File: src/rtl/onehot_rr_arbiter.sv
// Round-robin arbiter producing the registered one-hot select for onehot_mux.
// Latency: 1 cycle from req to grant; back-to-back grants for distinct requesters.
// Backpressure: o_ready low freezes grant and ptr; busy_cnt counts stalled cycles.
//
// Ports:
//   clk, rst_n  clock and asynchronous active-low reset
//   req         per-channel request level (held until ack)
//   o_ready     downstream accepts the current beat
//   i_last      last beat of the granted packet (only used with ARB_HOLD_EN)
//   grant       registered one-hot (or all-zero) mux select
//   o_valid     |grant, qualifies the mux output
//   ack         per-channel pop pulse, grant gated by the transfer
//   busy_cnt    saturating count of consecutive stalled cycles
//
// Build option: define ARB_HOLD_EN to keep the grant for a whole packet
// (re-arbitration only on the beat with i_last set).
module onehot_rr_arbiter #(
    parameter int CHANNELS = 4
) (
    input  logic                clk,
    input  logic                rst_n,
    input  logic [CHANNELS-1:0] req,
    input  logic                o_ready,
    input  logic                i_last,
    output logic [CHANNELS-1:0] grant,
    output logic                o_valid,
    output logic [CHANNELS-1:0] ack,
    output logic [7:0]          busy_cnt
);

    localparam int PTR_W = (CHANNELS > 1) ? $clog2(CHANNELS) : 1;

    typedef enum logic {
        IDLE  = 1'b0,
        GRANT = 1'b1
    } state_t;

    state_t              state, state_n;
    logic [CHANNELS-1:0] grant_q, grant_n;
    logic [PTR_W-1:0]    ptr, ptr_n;
    logic [7:0]          busy_q, busy_n;
    logic [PTR_W-1:0]    win_idx;
    logic [PTR_W-1:0]    nxt_ptr;
    logic [CHANNELS-1:0] idle_pick;
    logic [CHANNELS-1:0] xfer_pick;
    logic                xfer;
    logic                rearb;

    // First set bit of mask scanning base, base+1, ... modulo CHANNELS.
    // Rotate so that base lands on bit 0, take the lowest set bit, rotate back.
    function automatic logic [CHANNELS-1:0] pick(
        input logic [CHANNELS-1:0] mask,
        input logic [PTR_W-1:0]    base
    );
        logic [2*CHANNELS-1:0] dbl;
        logic [CHANNELS-1:0]   rot;
        logic [CHANNELS-1:0]   sel;
        logic                  found;
        dbl   = {mask, mask} >> base;
        rot   = dbl[CHANNELS-1:0];
        sel   = '0;
        found = 1'b0;
        for (int i = 0; i < CHANNELS; i++) begin
            if (!found && rot[i]) begin
                sel[i] = 1'b1;
                found  = 1'b1;
            end
        end
        dbl = {sel, sel} << base;
        return dbl[2*CHANNELS-1:CHANNELS];
    endfunction

    assign grant    = grant_q;
    assign o_valid  = |grant_q;
    assign busy_cnt = busy_q;
    assign xfer     = o_valid & o_ready;
    assign ack      = grant_q & {CHANNELS{xfer}};

`ifdef ARB_HOLD_EN
    assign rearb = i_last;
`else
    logic unused_last;
    assign unused_last = i_last;
    assign rearb       = 1'b1;
`endif

    // Index of the current winner (grant is one-hot while in GRANT).
    always_comb begin
        win_idx = '0;
        for (int i = 0; i < CHANNELS; i++) begin
            if (grant_q[i]) begin
                win_idx = PTR_W'(i);
            end
        end
    end

    assign nxt_ptr   = (win_idx == PTR_W'(CHANNELS - 1)) ? '0 : win_idx + 1'b1;
    assign idle_pick = pick(req, ptr);
    // Masking out the winner keeps a lone requester from winning two beats
    // in a row; it re-enters through IDLE after one bubble.
    assign xfer_pick = pick(req & ~grant_q, nxt_ptr);

    always_comb begin
        state_n = state;
        grant_n = grant_q;
        ptr_n   = ptr;
        busy_n  = busy_q;
        case (state)
            IDLE: begin
                busy_n = '0;
                if (|req) begin
                    grant_n = idle_pick;
                    state_n = GRANT;
                end
            end
            GRANT: begin
                if (!o_ready) begin
                    // Grant and ptr frozen even if req drops early.
                    busy_n = (busy_q == 8'hFF) ? busy_q : busy_q + 8'd1;
                end else begin
                    busy_n = '0;
                    if (rearb) begin
                        ptr_n   = nxt_ptr;
                        grant_n = xfer_pick;
                        if (xfer_pick == '0) begin
                            state_n = IDLE;
                        end
                    end
                end
            end
            default: begin
                state_n = IDLE;
                grant_n = '0;
                busy_n  = '0;
            end
        endcase
    end

    always_ff @(posedge clk or negedge rst_n) begin
        if (!rst_n) begin
            state   <= IDLE;
            grant_q <= '0;
            ptr     <= '0;
            busy_q  <= '0;
        end else begin
            state   <= state_n;
            grant_q <= grant_n;
            ptr     <= ptr_n;
            busy_q  <= busy_n;
        end
    end

    grant_onehot0: assert property (@(posedge clk) disable iff (!rst_n) $onehot0(grant_q));

endmodule
File: config.mk
export PLATFORM = sky130hd
export DESIGN_NAME = onehot_rr_arbiter
export DESIGN_NICKNAME = d
export VERILOG_FILES = /design/src/rtl/onehot_rr_arbiter.sv
export SDC_FILE = /design/constraint.sdc
export NUM_CORES = 1
export LEC_CHECK = 0
export CAP_MARGIN = 25
export CORE_AREA = 4 4 67 69
export CTS_CLUSTER_DIAMETER = 60
export DETAILED_ROUTE_END_ITERATION = 12
export DIE_AREA = 0 0 71 73
export GPL_TIMING_DRIVEN = 0
export SKIP_CTS_REPAIR_TIMING = 1
export SLEW_MARGIN = 10
export SYNTH_ARGS = -nofsm -noshare
export SYNTH_HDL_FRONTEND = slang
export SYNTH_SLANG_ARGS = --single-unit
export TNS_END_PERCENT = 50
File: constraint.sdc
create_clock -name clk -period 2.3 [get_ports clk]
set_input_delay 0.23 -clock clk [delete_from_list [all_inputs] [get_ports clk]]
set_output_delay 0.23 -clock clk [all_outputs]
set_load 0.05 [all_outputs]
Word-level counts from Yosys, hierarchy flattened:

Cells that the tools add are included.

* register bits: 15
* bits of input ports: 8
* output and inout port bits: 17
* logic and storage cells: 63

* add/sub/neg operators: 2
* equality and inequality tests: 5
* shift-type cells: 4
* multiplexer cells: 26
* bitwise gates (word level): 5
* reduce and logical (&&, ||, !) cells: 17

Operators with widths (number)
* 1-bit two-way mux: 16
* 8-bit two-way mux: 2
* 8-bit case mux with 2 select lines: 1
* 8-bit by 2-bit left shift with 8-bit output: 2
* 8-bit by 2-bit >> shifter with 4-bit output: 2
* 8-bit by 1-bit adder with 8-bit output, second input constant: 1
* 4-bit AND: 2
* 8-bit == test, second input constant: 1
* 4-bit two-way mux: 2
* 4-bit case mux with 2 select lines: 1
* 4-bit OR reduction: 2
* 1-bit logical AND: 6
* 1-bit zero test: 6
* 2-bit two-way mux: 3
* 4-bit zero test: 1
* 2-bit != test, second input constant: 2
* 4-bit NOT: 1
* 2-bit AND reduction: 2
* 3-bit != test, second input constant: 1
* 2-bit by 1-bit adder with 2-bit output, second input constant: 1
* 2-bit == test, second input constant: 1
* 1-bit case mux with 2 select lines: 1
* 1-bit AND: 1
* 1-bit NOT: 1

Depth between registers and ports, before layout:

Gate-level depths: netlist of run 1.

* depth in word-level cells: 21
* depth in mapped cells: 6
* gate-level depth less buffers: 6

Worst setup path after synthesis of run 1:

Ideal clock, no wire load.

* path kind: register to register
* start: register busy_q[0] (netlist: busy_cnt[0])
* end: register busy_q[5] (netlist: busy_cnt[5])
* data arrival time: 1.698 ns
* data required time: 2.169 ns
* setup slack: 0.471 ns
* stages on the path, launching flop included: 7
* buffers on the path: 0
* period minus slack after synthesis: 1.829 ns
* cells stage by stage: dfrtp_1 > ha_1 > and2_1 > nand4_1 > nand4_1 > xor2_1 > nor2_1

* longest elaborated chain between the ends: 4

RTL lines
* start, declared: RTL line 41 `logic [7:0] busy_q, busy_n;`
* start signal, assigned: RTL line 149 `busy_q <= busy_n;`
* 8-bit by 1-bit adder with 8-bit output: RTL line 119 `busy_n = (busy_q == 8'hFF) ? busy_q : busy_q + 8'd1;`
* 8-bit two-way mux: RTL line 119
* 8-bit two-way mux: RTL line 117 `if (!o_ready) begin`
* 8-bit case mux with 2 select lines: RTL line 108 `case (state)`

Several ways; a longest one is shown, not always the timed one. The select of a mux whose other input is x is not followed.
A chain may end at the register's enable or synchronous reset.

Worst setup path after layout of run 1:

* start: register grant_q[3] (netlist: grant[3])
* end: output ack[3]

* longest elaborated chain between the ends: 3

RTL lines
* start, declared: RTL line 39 `logic [CHANNELS-1:0] grant_q, grant_n;`
* start signal, assigned: RTL line 147 `grant_q <= grant_n;`
* 4-bit OR reduction: RTL line 74 `assign o_valid = |grant_q;`
* 1-bit AND: RTL line 76 `assign xfer = o_valid & o_ready;`
* 4-bit AND (*): RTL line 77 `assign ack = grant_q & {CHANNELS{xfer}};`
* end, declared: RTL line 27 `output logic [CHANNELS-1:0] ack,`

Mark *: on every way between the ends. The rest lies on a longest branch, timed or not.

==> summary.md, run 1 <==
| Metric | Value |
|---|---|
| Initial antenna violation count | 0 |
| Max cap viols | 0 |
| Area Growth Syn to Fin | 29.9% |
| Drt first pass iters | 4 |
| Number of nets still failing antenna checks after routing | 0 |
| PortBufs | 22 |
| Final Cell Area | ~1400 sq um |
| Tmin final | 2.09 ns |
| Startpoint class of the critical path | register |
| GRT Overall Usage | 0.119 |
| Detailed Route WL | roughly 3000 um |
| Number of global-route vias before repair | between 1k and 1.5k |
| Num CTS Buffers | 3 |
| Syn_nets | 141 |
| Initial DRC Count | between 60 and 70 |
| Vias post-DR | ~1.1k |
| Gate power share | 0.606 |
| Max Fclk | between 400 and 500 MHz |
| CP required | ~2.1 ns |
| Largest net degree at the start of global routing | 16 |
| Nets@finish | approximately 170 |
| CP endpoint kind | output port |
| Die Span Y | 73 um |
| Grt ovf | 0 |
| Reg2Reg Setup Slack | ~0.56 ns |
| Drt drc | 0 |
| Clock skew | about 0.0012 ns |
| Post-Syn Area per Cell | around 8.4 sq um |
| Core area | ~4000 sq um |
| Placer Congestion | 0.924 |
| Net Sw Frac | 0.500 |
| Root buffer cell | clkbuf_8 |
| EDFF count, synth | 0 |
| Maximum vdd ir drop | 0.683 mV |
| Area share of the largest cell type after synthesis | 0.339 |
| Warnings, synthesis | 0 |
| Clock tree buffer depth | 2 |
| Clk network pwr share | 0.135 |
| Seq cells post-synth | 15 |
| Vias per inst | 5.32 |
| Final setup violating endpoints | 0 |
| Final Hold Viols | 0 |
| First-pass GRT wire length | 4990 um |
| Sum of negative setup slack | 0 ns |
| Slew @ Worst Pin | between 0.7 and 0.8 ns |
| Diode count | 0 |
| Status | finished, final reports clean |
| Arr. time, crit path | about 1.9 ns |
| Static Leak | slightly below 0.0006 uW |
| Async S/R FF share, synth | 1.00 |
| Die X | 71 um |
| Placed cell areas | between 1000 and 1500 sq um |
| Synth area leaders | dfrtp_1 (34%), nor2_1 (7.1%), a21oi_1 (3.2%), nand2_1 (3.0%), and2_1 (2.8%) |
| Routed WL per cell | between 10 and 15 um |
| Switch Pwr | between 800 and 900 uW |
| Max-slew violation count | 0 |
| Worst hold slack | roughly 0.4 ns |
| Commonest cells in the netlist | nor2_1 (21), dfrtp_1 (15), nand2_1 (9) |
| Mapped Area | between 1000 and 1500 sq um |
| Hold WC Path Type | in2async |
| Max-slew headroom | 0.517 |
| RSZ-0062 raised after global routing | no |
| Post-DP HPWL | 2180 um |
| Internal power | between 800 and 900 uW |
| Share of cells above drive strength 1 | 0.101 |
| Tcrit/Tclk final | 0.908 |
| CTS tree | done |
| Flop pwr share | 0.259 |
| CTS sink cnt | 15 |
| Num ports | 25 |
| Critical path peak fanout | 10 |
| Starting Density | 0.283 |
| Dominant cell by count in the synthesized netlist | nor2_1 |
| Post-synth top area cell | dfrtp_1 |
| Worst-Skew Late Latency | 0.25 ns |
| CTS H-tree depth | 1 |
| Power per cell area | between 1000 and 1500 nW/um^2 |
| Site Rows | 23 |
| Worst Setup Path Type | reg2out |
| Area of the die | slightly above 5000 sq um |
| Predominant post-synthesis flop cell | dfrtp_1 |
| Seq/Total Area, Yosys | 0.339 |
| Count of cell types in the netlist | 49 |
| Worst-path clk slew | 0.07 ns |
| Mapped Cells | about 130 |
-- registers in the layout, summed over array words and instances, names as in the netlist --
register / count
busy_cnt: 8
grant: 4
ptr: 2
state: 1
-- cells in the final DEF, fill, tap and decap left out, types with 2 or more instances in the layout --
master           Yosys  routed
a21oi_1              7       7
a31oi_1              4       4
a32oi_1              2       2
and2_1               5       5
and3_1               4       4
buf_6                2       2
clkbuf_8             0       3
clkdlybuf4s50_1      0      22
dfrtp_1             15      15
inv_1                5       5
nand2_1              9       9
nand2b_1             5       5
nand3b_1             3       3
nand4_1              3       3
nor2_1              21      21
nor2b_1              3       3
o21ai_0              5       5
o21ai_1              3       3
o22ai_1              2       2
xor2_1               3       3
-- cells by family after synthesis --
family          share of synthesized area
fa+ha+maj                          0.0113
simple gates                        0.310
flops                               0.339
xor+xnor                           0.0316
mux                                0.0293
buf+inv                            0.0587
compound gates                      0.220
-- power groups by stage --
stage | sequential [uW] | clock, uW | combinational (uW)
after CTS | 443 | 237 | 1040
final | 443 | 231 | 1040
after global routing | 463 | 247 | 1110
after detailed placement | 447 | 0 | 1030
after floorplan | 580 | 0 | 602
after global placement | 441 | 0 | 1020
-- final timing paths --
path,cells after the start,from,end
worst max-delay path,3,grant[3],ack[3]
worst min-delay path,1,rst_n,busy_cnt[4]
worst max register to register,6,grant[2],state
worst min register to register,1,busy_cnt[7],busy_cnt[7]
max in group asynchronous,1,rst_n,grant[2]
min in group clk,3,req[0],grant[0]
-- critical path: stages (launching register included) --
cell and delay [ns]:
dfrtp_1 0.50, buf_6 0.19, and2_1 0.12, clkdlybuf4s50_1 0.79
-- area by class of cell --
| cell class | instances | area [sq um] |
|---|---|---|
| buffer | 5 | 46.3 |
| clock buffer | 3 | 41.3 |
| clock inverter | 1 | 7.51 |
| fill | 410 | 2470 |
| inverter | 5 | 18.8 |
| multi-input combinational | 107 | 668 |
| sequential | 15 | 375 |
| tap | 50 | 62.6 |
| timing repair buffer | 22 | 220 |
-- routing by layer --
layer	up-vias	part of all wire	GRT usage
met5	-	0	0
li1	530	-	-
met3	10	0.059	0.0262
met4	0	0.029	0.0543
met1	518	0.46	0.157
met2	49	0.45	0.187
-- stage by stage --
stage	worst slack (ns)	power, uW	cells	utilization
6_report	0.210	1710	208	0.368
4_1_cts	0.196	1720	208	0.368
3_5_place_dp	0.211	1480	204	0.355
3_3_place_gp	0.181	1460	204	0.355
2_1_floorplan	0.471	1180	132	-
5_1_grt	0.131	1820	208	0.368
Power figures use the tool's default switching activity.
==> inputs of run 2 (changes only) <==
Settings changed: CELL_PAD_IN_SITES_DETAIL_PLACEMENT from default to 2, CELL_PAD_IN_SITES_GLOBAL_PLACEMENT from default to 2, CORE_AREA 4 4 67 69 to 4 4 65 67, DIE_AREA 0 0 71 73 to 0 0 69 71, PLACE_DENSITY_LB_ADDON from default to 0.1.
==> summary.md, run 2 (same netlist as run 1, synthesis figures left out) <==
| Metric | Value |
|---|---|
| Critical path peak fanout | 10 (unchanged) |
| CTS sink cnt | 15 (unchanged) |
| Placer Congestion | 0.829 (was 0.924) |
| Clock skew | 0.00370 ns (was 0.00123 ns) |
| Max cap viols | 0 (unchanged) |
| Tcrit/Tclk final | 0.912 (was 0.908) |
| CP required | 2.07 ns (about the same) |
| Root buffer cell | clkbuf_8 (unchanged) |
| Grt ovf | 0 (unchanged) |
| RSZ-0062 raised after global routing | no (unchanged) |
| Share of cells above drive strength 1 | 0.0949 (was 0.101) |
| First-pass GRT wire length | 6640 um (was 4990 um) |
| Worst-Skew Late Latency | 0.25 ns (about the same) |
| Max-slew headroom | 0.529 (was 0.517) |
| Final setup violating endpoints | 0 (unchanged) |
| Routed WL per cell | 19.3 um (was 14.2 um) |
| Detailed Route WL | 3980 um (was 2960 um) |
| Area Growth Syn to Fin | 29.3% (was 29.9%) |
| Number of flip-flops in the largest register | 8 (unchanged) |
| Status | finished, final reports clean (unchanged) |
| Reg2Reg Setup Slack | 0.45 ns (was 0.56 ns) |
| Die Span Y | 71 um (was 73 um) |
| Crit path buf inv count | 2 (unchanged) |
| GRT Overall Usage | 0.168 (was 0.119) |
| Site Rows | 22 (was 23) |
| Clock tree buffer depth | 2 (unchanged) |
| Vias per inst | 5.53 (was 5.32) |
| Number of global-route vias before repair | 1262 (was 1095) |
| Max-slew violation count | 0 (unchanged) |
| Vias post-DR | 1139 (was 1107) |
| Static Leak | 0.000592 uW (was 0.000591 uW) |
| Diode count | 0 (unchanged) |
| Drt first pass iters | 4 (unchanged) |
| Final Hold Viols | 0 (unchanged) |
| Most frequent cells in the layout | clkdlybuf4s50_1 (22), nor2_1 (21), dfrtp_1 (15) (unchanged) |
| Starting Density | 0.305 (was 0.283) |
| Initial antenna violation count | 0 (unchanged) |
| Initial DRC Count | 36 (was 64) |
| Num CTS Buffers | 3 (unchanged) |
| Biggest cell delay along the critical path | 0.80 ns (was 0.79 ns) |
| Number of nets still failing antenna checks after routing | 0 (unchanged) |
| PortBufs | 22 (unchanged) |
| Worst Setup Path Type | reg2out (unchanged) |
| Post-DP HPWL | 3140 um (was 2180 um) |
| Die X | 69 um (was 71 um) |
| Reg2reg end | state (unchanged) |
| Max Fclk | 477 MHz (was 479 MHz) |
| CP endpoint kind | output port (unchanged) |
| FF-to-FF path depth | 6 (unchanged) |
| Drt drc | 0 (unchanged) |
| Maximum vdd ir drop | 0.474 mV (was 0.683 mV) |
| Worst r2r src | grant[2] (unchanged) |
| Worst hold slack | 0.406 ns (was 0.403 ns) |
| CTS H-tree depth | 1 (unchanged) |
| Sum of negative setup slack | 0 ns (unchanged) |
| Area of the die | 4900 sq um (was 5180 sq um) |
| Crit path cell chain | buf_6, and2_1, clkdlybuf4s50_1 (unchanged) |
| Crit-path slowest cell | clkdlybuf4s50_1 (unchanged) |
| Num ports | 25 (unchanged) |
| Commonest non-fill, non-tap cell in the layout | clkdlybuf4s50_1 (unchanged) |
| Nets@finish | 168 (unchanged) |
| Final Util | 0.395 (was 0.368) |
| Arr. time, crit path | 1.87 ns (was 1.86 ns) |
| Power per cell area | 1220 nW/um^2 (was 1190 nW/um^2) |
| Startpoint class of the critical path | register (unchanged) |
| Core area | 3630 sq um (was 3910 sq um) |
| Hold WC Path Type | in2async (unchanged) |
| Slew @ Worst Pin | 0.704 ns (was 0.723 ns) |
| Fillers | 429 (was 410) |
| Largest net degree at the start of global routing | 16 (unchanged) |
| CTS tree | done (unchanged) |
| Worst-path clk slew | 0.06 ns (was 0.07 ns) |
| Crit-path leading delay family | buffers and inverters (unchanged) |
| Tmin final | 2.10 ns (was 2.09 ns) |
## run 2: cell types whose count changed in the layout (fill, tap and decap cells not counted)
cell | before | now
clkbuf_1 | 1 | 2
clkinvlp_4 | 1 | 0
## run 2: area by class of cell
class                           count  area [sq um]  share of cell area
Tap cell                           48          60.1              0.0419
Multi-Input combinational cell    107           668               0.466
Inverter                            5          18.8              0.0131
Timing Repair Buffer               22           220               0.154
Buffer                              5          46.3              0.0323
Sequential cell                    15           375               0.262
Clock buffer                        4          45.0              0.0314
## run 2: how the worst max path moves through the flow
stage | from | to | slack, ns | cells after the start
6_report | grant[3] | ack[3] | 0.20 | 3
5_1_grt | grant[3] | ack[3] | 0.12 | 3
4_1_cts | grant[3] | ack[3] | 0.19 | 3
3_5_place_dp | req[2] | grant[1] | 0.08 | 5
3_3_place_gp | req[2] | grant[1] | 0.12 | 5
2_1_floorplan | busy_cnt[0] | busy_cnt[5] | 0.47 | 6
## run 2: layer usage
| metal | up-vias | part of all wire | track usage |
|---|---|---|---|
| li1 | 524 | - | - |
| met1 | 577 | 0.44 | 0.204 |
| met2 | 30 | 0.50 | 0.294 |
| met3 | 8 | 0.046 | 0.0398 |
| met4 | 0 | 0.018 | 0.0521 |
| met5 | - | 0 | 0 |
## run 2: power by group
group / total (uW) / internal [uW] / switching (uW) / leakage [uW]
Clock: 214 / 123 / 91.2 / 0.0000228
Sequential: 450 / 335 / 115 / 0.000196
Combinational: 1080 / 399 / 681 / 0.000373
Total: 1740 / 857 / 887 / 0.000592
## run 2: metrics by stage
| stage | setup WS [ns] | total power [uW] | cells | area (sq um) |
|---|---|---|---|---|
| finish | 0.203 | 1740 | 206 | 1430 |
| global route | 0.117 | 1860 | 206 | 1430 |
| CTS | 0.185 | 1770 | 206 | 1430 |
| detailed placement | 0.0804 | 1540 | 202 | 1390 |
| global placement | 0.123 | 1500 | 202 | 1390 |
| floorplan | 0.471 | 1180 | 132 | 1110 |
